===== config.mk =====
export PLATFORM = sky130hd
export DESIGN_NAME = axis_mm2s_feeder
export DESIGN_NICKNAME = d
export VERILOG_FILES = /design/src/rtl/axis_mm2s_feeder_pkg.sv /design/src/rtl/axis_mm2s_feeder_fifo2.sv /design/src/rtl/axis_mm2s_feeder.sv
export SDC_FILE = /design/constraint.sdc
export NUM_CORES = 1
export LEC_CHECK = 0
export CAP_MARGIN = 20
export CORE_UTILIZATION = 50
export CTS_CLUSTER_DIAMETER = 150
export DETAILED_ROUTE_END_ITERATION = 8
export PLACE_DENSITY_LB_ADDON = 0.3
export SLEW_MARGIN = 20
export SYNTH_ARGS = -nofsm -noshare
export SYNTH_HDL_FRONTEND = slang
export SYNTH_HIERARCHICAL = 1
export SYNTH_SLANG_ARGS = --single-unit

===== constraint.sdc =====
create_clock -name aclk -period 3.8 [get_ports aclk]
set_input_delay 0.38 -clock aclk [delete_from_list [all_inputs] [get_ports aclk]]
set_output_delay 0.38 -clock aclk [all_outputs]
set_load 0.005 [all_outputs]

===== src/rtl/axis_mm2s_feeder_pkg.sv =====
// Shared constants and FSM encoding for the memory-to-stream feeder.
package axis_mm2s_feeder_pkg;

    localparam int unsigned DEFAULT_BEAT_BYTES = 16;

    typedef enum logic [1:0] {
        IDLE  = 2'd0,
        READ  = 2'd1,
        DRAIN = 2'd2
    } state_t;

endpackage


===== src/rtl/axis_mm2s_feeder_fifo2.sv =====
// Two-entry stream FIFO; head register drives the output so payload holds while stalled.
module axis_fifo2 #(
    parameter int unsigned WIDTH = 8
) (
    input  logic             clk,
    input  logic             rst_n,
    input  logic             s_valid,
    output logic             s_ready,
    input  logic [WIDTH-1:0] s_data,
    output logic             m_valid,
    input  logic             m_ready,
    output logic [WIDTH-1:0] m_data
);

    logic [WIDTH-1:0] head;
    logic [WIDTH-1:0] tail;
    logic [1:0]       count;
    logic             push;
    logic             pop;

    // Input ready depends only on occupancy, never on m_ready.
    assign s_ready = (count != 2'd2);
    assign m_valid = (count != 2'd0);
    assign push    = s_valid && s_ready;
    assign pop     = m_valid && m_ready;
    assign m_data  = head;

    always_ff @(posedge clk or negedge rst_n) begin
        if (!rst_n) begin
            head  <= '0;
            tail  <= '0;
            count <= '0;
        end else begin
            case ({push, pop})
                2'b10: begin
                    if (count == 2'd0) begin
                        head <= s_data;
                    end else begin
                        tail <= s_data;
                    end
                    count <= count + 2'd1;
                end
                2'b01: begin
                    head  <= tail;
                    count <= count - 2'd1;
                end
                2'b11: begin
                    if (count == 2'd1) begin
                        head <= s_data;
                    end else begin
                        head <= tail;
                        tail <= s_data;
                    end
                end
                default: begin
                end
            endcase
        end
    end

endmodule


===== src/rtl/axis_mm2s_feeder.sv =====
// Reads a contiguous byte range from a 1-cycle-latency memory and emits it as an AXI-stream.
module axis_mm2s_feeder
    import axis_mm2s_feeder_pkg::*;
#(
    parameter int unsigned DATA_WIDTH = DEFAULT_BEAT_BYTES * 8,
    parameter int unsigned ADDR_WIDTH = 32,
    parameter int unsigned LEN_WIDTH  = 32
) (
    input  logic                    aclk,
    input  logic                    aresetn,
    input  logic                    cmd_valid,
    output logic                    cmd_ready,
    input  logic [ADDR_WIDTH-1:0]   cmd_addr,
    input  logic [LEN_WIDTH-1:0]    cmd_bytes,
    output logic                    mem_ren,
    output logic [ADDR_WIDTH-1:0]   mem_addr,
    input  logic [DATA_WIDTH-1:0]   mem_rdata,
    output logic                    m_axis_tvalid,
    input  logic                    m_axis_tready,
    output logic [DATA_WIDTH-1:0]   m_axis_tdata,
    output logic [DATA_WIDTH/8-1:0] m_axis_tkeep,
    output logic                    m_axis_tlast,
    output logic                    done
);

    localparam int unsigned BEAT_BYTES  = DATA_WIDTH / 8;
    localparam int unsigned OFFSET_BITS = $clog2(BEAT_BYTES);
    localparam int unsigned FIFO_WIDTH  = DATA_WIDTH + BEAT_BYTES + 1;

    state_t                  state;
    state_t                  state_next;
    logic                    ready_en;
    logic [ADDR_WIDTH-1:0]   addr_q;
    logic [LEN_WIDTH-1:0]    reads_left;
    logic [OFFSET_BITS-1:0]  tail_bytes;
    logic                    zero_done;
    logic                    rd_pending;
    logic                    rd_last;
    logic [BEAT_BYTES-1:0]   rd_keep;
    logic [LEN_WIDTH-1:0]    cmd_beats;
    logic [BEAT_BYTES-1:0]   last_keep;
    logic                    cmd_fire;
    logic                    issue;
    logic                    pop;
    logic                    room;
    logic [1:0]              occupancy;
    logic                    fifo_in_ready;
    logic [FIFO_WIDTH-1:0]   fifo_in;
    logic [FIFO_WIDTH-1:0]   fifo_out;

    assign cmd_beats = (cmd_bytes >> OFFSET_BITS)
                     + LEN_WIDTH'(|cmd_bytes[OFFSET_BITS-1:0]);
    assign cmd_fire  = cmd_valid && cmd_ready;
    assign pop       = m_axis_tvalid && m_axis_tready;
    assign mem_ren   = issue;
    assign mem_addr  = addr_q;

    // In-flight read plus buffered beats, reconstructed from the FIFO's two flags.
    assign occupancy = 2'(rd_pending) + 2'(m_axis_tvalid) + 2'(!fifo_in_ready);
    // A beat leaving this cycle frees its slot in time for the new read's data.
    assign room      = (occupancy < 2'd2) || (pop && (occupancy == 2'd2));

    always_comb begin
        last_keep = '0;
        for (int unsigned i = 0; i < BEAT_BYTES; i++) begin
            last_keep[i] = (tail_bytes == '0) || (OFFSET_BITS'(i) < tail_bytes);
        end
    end

    always_ff @(posedge aclk or negedge aresetn) begin
        if (!aresetn) begin
            state <= IDLE;
        end else begin
            state <= state_next;
        end
    end

    always_comb begin
        state_next = state;
        cmd_ready  = 1'b0;
        issue      = 1'b0;
        case (state)
            IDLE: begin
                cmd_ready = ready_en;
                if (cmd_valid && ready_en) begin
                    state_next = (cmd_beats == '0) ? IDLE : READ;
                end
            end
            READ: begin
                issue = room;
                if (room && (reads_left == LEN_WIDTH'(1))) begin
                    state_next = DRAIN;
                end
            end
            DRAIN: begin
                if (pop && m_axis_tlast) begin
                    state_next = IDLE;
                end
            end
            default: state_next = IDLE;
        endcase
    end

    assign done = zero_done || ((state == DRAIN) && pop && m_axis_tlast);

    always_ff @(posedge aclk or negedge aresetn) begin
        if (!aresetn) begin
            ready_en   <= 1'b0;
            addr_q     <= '0;
            reads_left <= '0;
            tail_bytes <= '0;
            zero_done  <= 1'b0;
            rd_pending <= 1'b0;
            rd_last    <= 1'b0;
            rd_keep    <= '0;
        end else begin
            ready_en   <= 1'b1;
            zero_done  <= cmd_fire && (cmd_beats == '0);
            // Sideband for the read just issued travels alongside its returning data.
            rd_pending <= issue;
            rd_last    <= issue && (reads_left == LEN_WIDTH'(1));
            rd_keep    <= (reads_left == LEN_WIDTH'(1)) ? last_keep : '1;
            if (cmd_fire) begin
                addr_q     <= cmd_addr & ~ADDR_WIDTH'(BEAT_BYTES - 1);
                reads_left <= cmd_beats;
                tail_bytes <= cmd_bytes[OFFSET_BITS-1:0];
            end else if (issue) begin
                addr_q     <= addr_q + ADDR_WIDTH'(BEAT_BYTES);
                reads_left <= reads_left - LEN_WIDTH'(1);
            end
        end
    end

    assign fifo_in = {mem_rdata, rd_keep, rd_last};

    axis_fifo2 #(
        .WIDTH (FIFO_WIDTH)
    ) u_fifo (
        .clk     (aclk),
        .rst_n   (aresetn),
        .s_valid (rd_pending),
        .s_ready (fifo_in_ready),
        .s_data  (fifo_in),
        .m_valid (m_axis_tvalid),
        .m_ready (m_axis_tready),
        .m_data  (fifo_out)
    );

    assign m_axis_tdata = fifo_out[FIFO_WIDTH-1 -: DATA_WIDTH];
    assign m_axis_tkeep = fifo_out[BEAT_BYTES:1];
    assign m_axis_tlast = fifo_out[0];

endmodule


Yosys cells after proc, flatten, opt, wreduce, memory -nomap -nowiden
Index checks and enable logic that the tools add are counted.
{ "classes": {"shifts": 0, "div_mod_pow": 0, "order_cmp": 17, "n_eq_ne": 15, "reduce_logical": 43, "n_mul": 0, "bitwise": 0, "mux": 19, "n_addsub": 7} }
{ "op_table": {"columns": ["operator", "n"], "rows": [
  ["two-way mux 145 bit", 4],
  ["one-hot mux 145 bit (3 select lines)", 1],
  ["one-hot mux 145 bit (2 select lines)", 1],
  ["two-way mux 32 bit", 4],
  ["adder 32 x 5 -> 32 bit (second input constant)", 1],
  ["equality test 32 x 1 -> 1 bit (second input constant)", 1],
  ["logical NOT 32 bit", 1],
  ["less-than comparator 4 bit (first input constant)", 8],
  ["subtractor 32 x 1 -> 32 bit (second input constant)", 1],
  ["adder 28 x 1 -> 29 bit", 1],
  ["logical OR 1 bit", 18],
  ["less-than comparator 3 x 4 -> 1 bit (first input constant)", 4],
  ["two-way mux 16 bit", 1],
  ["!= test 2 bit (second input constant)", 6],
  ["logical AND 1 bit", 11],
  ["equality test 2 bit (second input constant)", 4],
  ["less-than comparator 1 x 4 -> 1 bit (first input constant)", 2],
  ["less-than comparator 2 x 4 -> 1 bit (first input constant)", 2],
  ["nonzero test 2 bit", 4],
  ["equality test 2 x 1 -> 1 bit (second input constant)", 3],
  ["two-way mux 2 bit", 3],
  ["one-hot mux 2 bit (3 select lines)", 1],
  ["AND reduction 3 bit", 2],
  ["logical NOT 2 bit", 2],
  ["other kinds (13)", 15]
]} }
{ "word_totals": {"register_bits": 382, "n_memories": 0, "latchBits": 0, "wordCells": 113, "output_inout_bits": 181, "ram_bits": 0, "mem_bits_ro": 0} }

Logic depth before layout (Yosys ltp)
Gate-level depths: netlist of run 1.
{ "logic_depth": {"word_depth": 9, "depth_mapped": 14, "ltp_nobuf": 12} }

By module
Netlist of run 1, hierarchy kept.
{ "by_module_without_submodules": {"columns": ["module", "cells_each", "n_inst", "seq_area_each_um2", "area_each_um2"], "rows": [
  ["axis_fifo2", 1187, 1, 7307.0, 13426.6],
  ["axis_mm2s_feeder", 616, 1, 2127.0, 5243.8]
]} }

Least setup slack after synthesis of run 1
OpenSTA, ideal clock, no wires.
{ "synth_path": {"kind": "reg-to-reg", "start": "reg u_fifo.count[0]", "end": "reg reads_left[31]", "arrival_time_ns": 3.382, "setup_time_ns": 0.078, "slack_ns": 0.340, "t_required_ns": 3.722, "path_buffers": 0, "path_stages_with_launch": 11, "period_less_slack_ns": 3.460, "cell_sequence": "dfrtp_1 > inv_1 > ha_1 > inv_1 > fa_1 > nand3b_1 > a2111oi_1 > and3_1 > nand2_1 > or3_2 > a21oi_1"} }
{ "synth_between": {"elab_chain_cells": 8} }
{ "synth_rtl": {"columns": ["item", "line", "rtl"], "rows": [
  ["start: declaration", "axis_mm2s_feeder_fifo2.sv:17", "logic [1:0] count;"],
  ["start signal: assignment", "axis_mm2s_feeder_fifo2.sv:41", "count <= count + 2'd1;"],
  ["start signal: assignment", "axis_mm2s_feeder_fifo2.sv:45", "count <= count - 2'd1;"],
  ["nonzero test 2 bit (*)", "axis_mm2s_feeder_fifo2.sv:23", "assign m_valid = (count != 2'd0);"],
  ["via m_axis_tvalid", "axis_mm2s_feeder.sv:18", "output logic m_axis_tvalid,"],
  ["adder 1 x 1 -> 2 bit", "axis_mm2s_feeder.sv:59", "assign occupancy = 2'(rd_pending) + 2'(m_axis_tvalid) + 2'(!fifo_in_ready);"],
  ["adder 2 x 1 -> 2 bit", "axis_mm2s_feeder.sv:59", null],
  ["equality test 2 bit", "axis_mm2s_feeder.sv:61", "assign room = (occupancy < 2'd2) || (pop && (occupancy == 2'd2));"],
  ["logical AND 1 bit", "axis_mm2s_feeder.sv:61", null],
  ["logical OR 1 bit (*)", "axis_mm2s_feeder.sv:61", null],
  ["two-way mux 1 bit (*)", "axis_mm2s_feeder.sv:82", "case (state)"],
  ["nonzero test 2 bit (no source line) (*)", null, null],
  ["end signal: assignment", "axis_mm2s_feeder.sv:125", "reads_left <= cmd_beats;"],
  ["end signal: assignment", "axis_mm2s_feeder.sv:129", "reads_left <= reads_left - LEN_WIDTH'(1);"],
  ["end: declaration", "axis_mm2s_feeder.sv:34", "logic [LEN_WIDTH-1:0] reads_left;"]
]} }
The timed path passes the listed nets; every way through them passes the cells marked *.
A chain may end at the register's enable or synchronous reset.

Worst setup path in the final report of run 1
{ "layout_path": {"start": "reg u_fifo.count[0]", "end": "out mem_ren"} }
{ "layout_between": {"elab_chain_cells": 7} }
{ "layout_rtl": {"columns": ["item", "line", "rtl"], "rows": [
  ["nonzero test 2 bit / != test 2 bit (equally long branches)", "axis_mm2s_feeder_fifo2.sv:23, axis_mm2s_feeder_fifo2.sv:22", null],
  ["adder 1 x 1 -> 2 bit / logical NOT 1 bit (equally long branches)", "axis_mm2s_feeder.sv:59", null],
  ["adder 2 x 1 -> 2 bit", "axis_mm2s_feeder.sv:59", null],
  ["equality test 2 bit", "axis_mm2s_feeder.sv:61", null],
  ["logical AND 1 bit", "axis_mm2s_feeder.sv:61", null],
  ["logical OR 1 bit (*)", "axis_mm2s_feeder.sv:61", null],
  ["two-way mux 1 bit (*)", "axis_mm2s_feeder.sv:82", null],
  ["end: declaration", "axis_mm2s_feeder.sv:15", "output logic mem_ren,"]
]} }
Every way passes the cells marked *; elsewhere a longest branch is shown, timed or not.

==> impl_metrics.env, run 1 <==
export IMPL_syn_inst=1803
export IMPL_synth_ff_type="dfrtp_1"
export IMPL_drc=0
export IMPL_required_ns=3.42
export IMPL_antenna_left=0
export IMPL_drive_gt1_share_pct=13.4
export IMPL_slowest_delay_ns=0.51
export IMPL_timing_worst_setup_path_type="reg -> out"
export IMPL_synth_common_cells="dfrtp_1 (377), o21ai_0 (196), nor3_1 (163), o211ai_1 (158), a31oi_1 (149)"
export IMPL_total_power_mw=20.6
export IMPL_start_util_pct=50.9
export IMPL_synth_most_common_cell="dfrtp_1"
export IMPL_crit_path_cell_trace="inv_1 -> ha_1 -> inv_1 -> fa_1 -> nand3b_1 -> a21o_1 -> inv_1 -> clkdlybuf4s50_1"
export IMPL_cts_inserted_buffers=41
export IMPL_grt_pass1_wl_um=87800
export IMPL_cts_tree="built"
export IMPL_ys_warn_count=6
export IMPL_grt_max_degree=195
export IMPL_place_congestion=0.882
export IMPL_relSlewSlack_pct=26.0
export IMPL_final_nets=2301
export IMPL_h_tree_depth=2
export IMPL_p_leak_nw=9.13
export IMPL_synth_area_leaders="dfrtp_1 (51%), o211ai_1 (6.4%), mux2_2 (5.8%)"
export IMPL_hold_class="in -> reg"
export IMPL_finClkSkew_ns=0.00572
export IMPL_crit_path_frequent_cell="inv_1"
export IMPL_powerDensity_mw_per_mm2=857
export IMPL_cp_startpoint="u_fifo/count[0]$_DFFE_PN0P_"
export IMPL_area_growth_pct=28.9
export IMPL_hp_start="cmd_addr[10]"
export IMPL_utilization_pct=65.6
export IMPL_fin_setup_tns_ns=0
export IMPL_yosysTopAreaCell="dfrtp_1"
export IMPL_synth_top_area_share_pct=50.5
export IMPL_die_y_um=195
export IMPL_vias_per_cell=6.22
export IMPL_drt_total_wl_um=55000
export IMPL_finalWorstSetupSlack_ns=0.261
export IMPL_dp_slack_ns=-0.109
export IMPL_crit_fanout=6
export IMPL_antenna_found_initial=9
export IMPL_io_pins=377
export IMPL_routedWlPerCell_um=21.2
export IMPL_r2r_start="u_fifo/count[0]$_DFFE_PN0P_"
export IMPL_cts_root_buffer="clkbuf_16"
export IMPL_grt_util_all_layers_pct=28.5
export IMPL_final_max_slew_viol_count=0
export IMPL_final_period_utilization_pct=93.1
export IMPL_row_count=70
export IMPL_holdBufCountCts=1
export IMPL_period_needed_ns=3.54
export IMPL_synth_cell_type_count=65
export IMPL_rsz0062_at_grt="false"
export IMPL_clock_sinks=377
export IMPL_drt_iter0_drc=1374
export IMPL_fmax_mhz=283
export IMPL_status="complete, no violations"
export IMPL_startpoint_type="register"
export IMPL_synth_edff_count=0
export IMPL_cap_viol_max_count=0
export IMPL_final_hold_viol_count=0
export IMPL_final_cells=2597
export IMPL_path_clk_slew_ns=0.06
export IMPL_core_area_sq_mm=0.0367
export IMPL_finalSetupViolations=0
export IMPL_irDropWorstVdd_mv=0.696
export IMPL_overflow=0
export IMPL_place_area_sq_mm=0.0227
export IMPL_worst_pin_slew_ns=1.11
export IMPL_port_buffers=368
export IMPL_synthArstFlopShare_pct=100
export IMPL_syn_area_per_cell_sq_um=10.4
export IMPL_synth_seq_cells=377
export IMPL_synth_seq_area_share_pct=50.5
export IMPL_clock_path_buffers=3
export IMPL_placedCellCount=2515
export IMPL_grt_pass1_vias=16000
export IMPL_syn_area_sq_mm=0.0187
export IMPL_crit_arrival_ns=3.16
export IMPL_slowest_stage="clkdlybuf4s50_1"
export IMPL_post_cts_buffers=0
export IMPL_die_x_um=195
export IMPL_dp_hpwl_um=34400
export IMPL_critPathCaptureType="output port"
export IMPL_holdWs_ns=0.397
export IMPL_clkLatencyLatePin_ns=0.53
export IMPL_drt_pass1_iterations=7
export IMPL_vias=16200
export IMPL_design_area_sq_mm=0.0241
export IMPL_dieArea_sq_mm=0.0381
export IMPL_cts_resized=0
-- critical path, delay by kind of cell, from the launching register on --
family                     cells  cell delay [ns]
AOI/OAI and AO/OA              1             0.31
adders and majority gates      2             0.73
buffers and inverters          4             0.91
and+or+nand+nor                1             0.26
DFF                            1             0.42
-- kinds of logic (layout without fill, tap and decap cells) --
family	count (synthesis)	count (layout)	synth area share [%]
fa+ha+maj	14	14	0.978
compound gates	569	569	19.3
flops	377	377	50.5
other cells	2	11	0.0402
buf+inv	203	520	4.78
simple gates	440	440	12.1
xor+xnor	49	49	2.30
mux	149	149	9.97
-- placed cells by master (no fill, tap or decap), types with 4 or more instances in the layout --
| master | instances |
|---|---|
| buf_4 | 46 |
| a211oi_1 | 4 |
| a21oi_1 | 17 |
| inv_1 | 21 |
| buf_12 | 8 |
| dfrtp_1 | 377 |
| clkinv_2 | 8 |
| o21ai_0 | 196 |
| or3_1 | 11 |
| or4_1 | 6 |
| xnor2_1 | 31 |
| xor2_1 | 18 |
| clkbuf_16 | 43 |
| o211ai_1 | 158 |
| clkbuf_1 | 13 |
| clkdlybuf4s50_1 | 367 |
| nand4_1 | 25 |
| and4_1 | 5 |
| clkbuf_8 | 8 |
| nor4_1 | 23 |
| nand2b_1 | 7 |
| nor3b_1 | 4 |
| and3_1 | 7 |
| o311ai_0 | 8 |
| nand2_1 | 94 |
| a221o_1 | 11 |
| mux2_4 | 50 |
| ha_1 | 12 |
| nor2_1 | 37 |
| mux2_2 | 96 |
| nor3_1 | 163 |
| nand3_1 | 33 |
| conb_1 | 5 |
| a31oi_1 | 149 |
| diode_2 | 6 |
-- flip-flops by register name, summed over array words and instances, names as in the netlist --
register and cells:
reads_left 32, rd_last 1, u_fifo/count 2, rd_pending 1, u_fifo/tail 145, rd_keep 15
tail_bytes 4, state 2, u_fifo/m_data 145, ready_en 1, mem_addr 28, zero_done 1
-- area by class of cell --
cell class	instances	area, sq um
fill	2834	12600
sequential	377	9430
multi-input combinational	1226	8410
timing repair buffer	423	4200
clock buffer	64	1230
tap	468	586
inverter	22	90.1
clock inverter	11	87.6
antenna	6	15.0
-- metal layers --
| layer | share of wire [%] | global-route usage [%] | up-vias | routed length [um] |
|---|---|---|---|---|
| met4 | 3.4 | 11.5 | 6 | 1860 |
| met2 | 48 | 45.6 | 641 | 26500 |
| met1 | 42 | 38.6 | 8024 | 22800 |
| met3 | 6.7 | 4.99 | 108 | 3700 |
| met5 | 0.069 | 0 | - | 38 |
| li1 | - | - | 7371 | - |
-- power by group --
group          switching (mW)  internal (mW)  total, mW
clock                    1.60           2.30       3.90
combinational            4.73           4.82       9.56
sequential               1.26           5.90       7.17
total                    7.59           13.0       20.6
-- worst paths after layout --
check	end	slack, ns	cells after the start
max	mem_ren	0.26	8
min	mem_addr[10]$_DFFE_PN0P_	0.40	3
max reg2reg	reads_left[31]$_DFFE_PN0P_	0.44	10
min reg2reg	reads_left[21]$_DFFE_PN0P_	0.49	1
max in group asynchronous	mem_addr[16]$_DFFE_PN0P_	2.27	3
min in group asynchronous	u_fifo/m_data[129]$_DFFE_PN0P_	0.49	2
Power figures use the tool's default switching activity.
==> inputs of run 2 (changes only) <==
--- a/config.mk
+++ b/config.mk
@@ -6,10 +6,11 @@
 export NUM_CORES = 1
 export LEC_CHECK = 0
 export CAP_MARGIN = 20
+export CORE_MARGIN = 2
 export CORE_UTILIZATION = 50
 export CTS_CLUSTER_DIAMETER = 150
 export DETAILED_ROUTE_END_ITERATION = 8
-export PLACE_DENSITY_LB_ADDON = 0.3
+export PLACE_DENSITY = 0.82
 export SLEW_MARGIN = 20
 export SYNTH_ARGS = -nofsm -noshare
 export SYNTH_HDL_FRONTEND = slang
==> run 2 against run 1 <==
Clock-buffer cell count fell by 5. Clock skew increased by 0.012 ns. Register-to-register slack gained 0.06 ns. Final cell count down 0.54%. Cell area hardly changed. Flip-flop and latch count stayed put. First-iteration DRC count increased by 6.9%. Fmax fell by 1.3%. Global-route usage grew 0.34 points. Worst hold slack gained 0.0099 ns. Worst setup slack got worse by 0.046 ns. Wire length increased by 4.1%. Critical path type unchanged. Highest routed layer unchanged.
==> impl_metrics.env, run 2 (synthesis results as in run 1) <==
export IMPL_status="complete, no violations"
export IMPL_period_needed_ns=3.59
export IMPL_finalWorstSetupSlack_ns=0.215
export IMPL_cts_inserted_buffers=41
export IMPL_drt_total_wl_um=57200
export IMPL_fillCellCount=2755
export IMPL_path_clk_slew_ns=0.06
export IMPL_cap_viol_max_count=0
export IMPL_crit_path_frequent_cell="inv_1"
export IMPL_antenna_found_initial=9
export IMPL_irDropWorstVdd_mv=0.617
export IMPL_regArea_sq_mm=0.00943
export IMPL_drive_gt1_share_pct=13.1
export IMPL_clock_path_buffers=3
export IMPL_area_growth_pct=29.0
export IMPL_post_cts_buffers=0
export IMPL_cts_tree="built"
export IMPL_slowest_delay_ns=0.52
export IMPL_place_congestion=0.878
export IMPL_worst_pin_slew_ns=1.08
export IMPL_die_x_um=197
export IMPL_slowest_stage="clkdlybuf4s50_1"
export IMPL_row_count=70
export IMPL_drt_pass1_iterations=5
export IMPL_finClkSkew_ns=0.0182
export IMPL_required_ns=3.42
export IMPL_rsz0062_at_grt="false"
export IMPL_timing_worst_setup_path_type="reg -> out"
export IMPL_crit_arrival_ns=3.21
export IMPL_holdWs_ns=0.407
export IMPL_crit_fanout=6
export IMPL_io_pins=377
export IMPL_vias=16500
export IMPL_dieArea_sq_mm=0.0389
export IMPL_antenna_left=0
export IMPL_cts_root_buffer="clkbuf_16"
export IMPL_overflow=0
export IMPL_layout_commonest_cell="dfrtp_1"
export IMPL_clock_sinks=377
export IMPL_startpoint_type="register"
export IMPL_final_nets=2291
export IMPL_relSlewSlack_pct=28.3
export IMPL_drt_iter0_drc=1469
export IMPL_hold_class="in -> reg"
export IMPL_path_delay_family="buffers and inverters"
export IMPL_finalSetupViolations=0
export IMPL_routedWlPerCell_um=22.2
export IMPL_start_util_pct=50.9
export IMPL_dp_slack_ns=-0.222
export IMPL_final_max_slew_viol_count=0
export IMPL_h_tree_depth=2
export IMPL_port_buffers=368
export IMPL_grt_max_degree=166
export IMPL_grt_pass1_vias=16100
export IMPL_clkLatencyLatePin_ns=0.55
export IMPL_final_hold_viol_count=0
export IMPL_final_cells=2583
export IMPL_powerDensity_mw_per_mm2=868
export IMPL_dp_hpwl_um=36300
export IMPL_placedCellCount=2505
export IMPL_vias_per_cell=6.37
export IMPL_grt_pass1_wl_um=90300
export IMPL_critPathCaptureType="output port"
export IMPL_final_cell_mix="dfrtp_1 (377), clkdlybuf4s50_1 (367), o21ai_0 (196)"
export IMPL_fin_setup_tns_ns=0
export IMPL_crit_buf_inv=4
export IMPL_fmax_mhz=279
export IMPL_die_y_um=197
export IMPL_utilization_pct=65.6
export IMPL_p_leak_nw=9.11
export IMPL_grt_util_all_layers_pct=28.8
export IMPL_multi_input_area_sq_mm=0.00841
export IMPL_final_period_utilization_pct=94.3
export IMPL_drc=0
export IMPL_core_area_sq_mm=0.0367
export IMPL_crit_path_cell_trace="inv_1 -> ha_1 -> inv_1 -> fa_1 -> nand3b_1 -> a21o_1 -> inv_2 -> clkdlybuf4s50_1"
run 2: changes by cell type in the layout (fill, tap and decap cells not counted), sizes merged:
cell | previous run | this run
bufinv | 1 | 3
clkbuf | 64 | 59
clkinv | 9 | 7
clkinvlp | 0 | 1
inv | 23 | 24
diode | 6 | 5
buf | 55 | 45
run 2: layout make-up:
class,count,area share (%)
Clock inverter,13,0.717
Inverter,22,0.374
Antenna cell,5,0.0520
Timing Repair Buffer,413,17.4
Multi-Input combinational cell,1226,34.9
Tap cell,468,2.43
Clock buffer,59,4.92
Sequential cell,377,39.2
run 2: per-layer routing:
layer	up-vias	share of wire [%]	track usage, %
met2	773	47	45.2
met1	8201	41	39.4
li1	7338	-	-
met5	-	0.12	0
met4	8	3.9	11.1
met3	130	8.3	6.18
run 2: per-stage QoR:
step	power, mW	cell area (sq um)
after floorplan	12.8	18700
after global placement	16.5	22700
after detailed placement	16.8	22700
after CTS	20.9	24100
after global routing	22.1	24100
final	20.9	24100
run 2: tightest hold or removal path: cells and delay by family:
kind            cells  cell delay (ns)
compound gates      1             0.06
simple gates        1             0.05
buf+inv             1             0.40
run 2: repair_timing:
action | 4_1_cts | 5_1_grt
hold buffers | 1 | 0
endpoints found under the setup margin | 0 | 1
hold endpoints to repair | 26 | 0
gates resized for setup | 0 | 1
run 2: path summary, 6_finish.rpt:
kind,start,end,slack (ns),cells after the start
setup reg to reg,u_fifo/count[0]$_DFFE_PN0P_,reads_left[27]$_DFFE_PN0P_,0.50,11
min in group asynchronous,aresetn,u_fifo/m_data[71]$_DFFE_PN0P_,0.54,2
max in group asynchronous,aresetn,reads_left[24]$_DFFE_PN0P_,2.25,3
hold / removal,cmd_addr[10],mem_addr[10]$_DFFE_PN0P_,0.41,3
hold reg to reg,rd_keep[2]$_DFF_PN0_,u_fifo/tail[3]$_DFFE_PN0P_,0.50,1
setup / recovery,u_fifo/count[0]$_DFFE_PN0P_,mem_ren,0.21,8
run 2: power breakdown:
group          switching, mW  internal (mW)
registers               1.31           5.91
logic                   4.84           4.85
clock network           1.61           2.38
total                   7.76           13.1
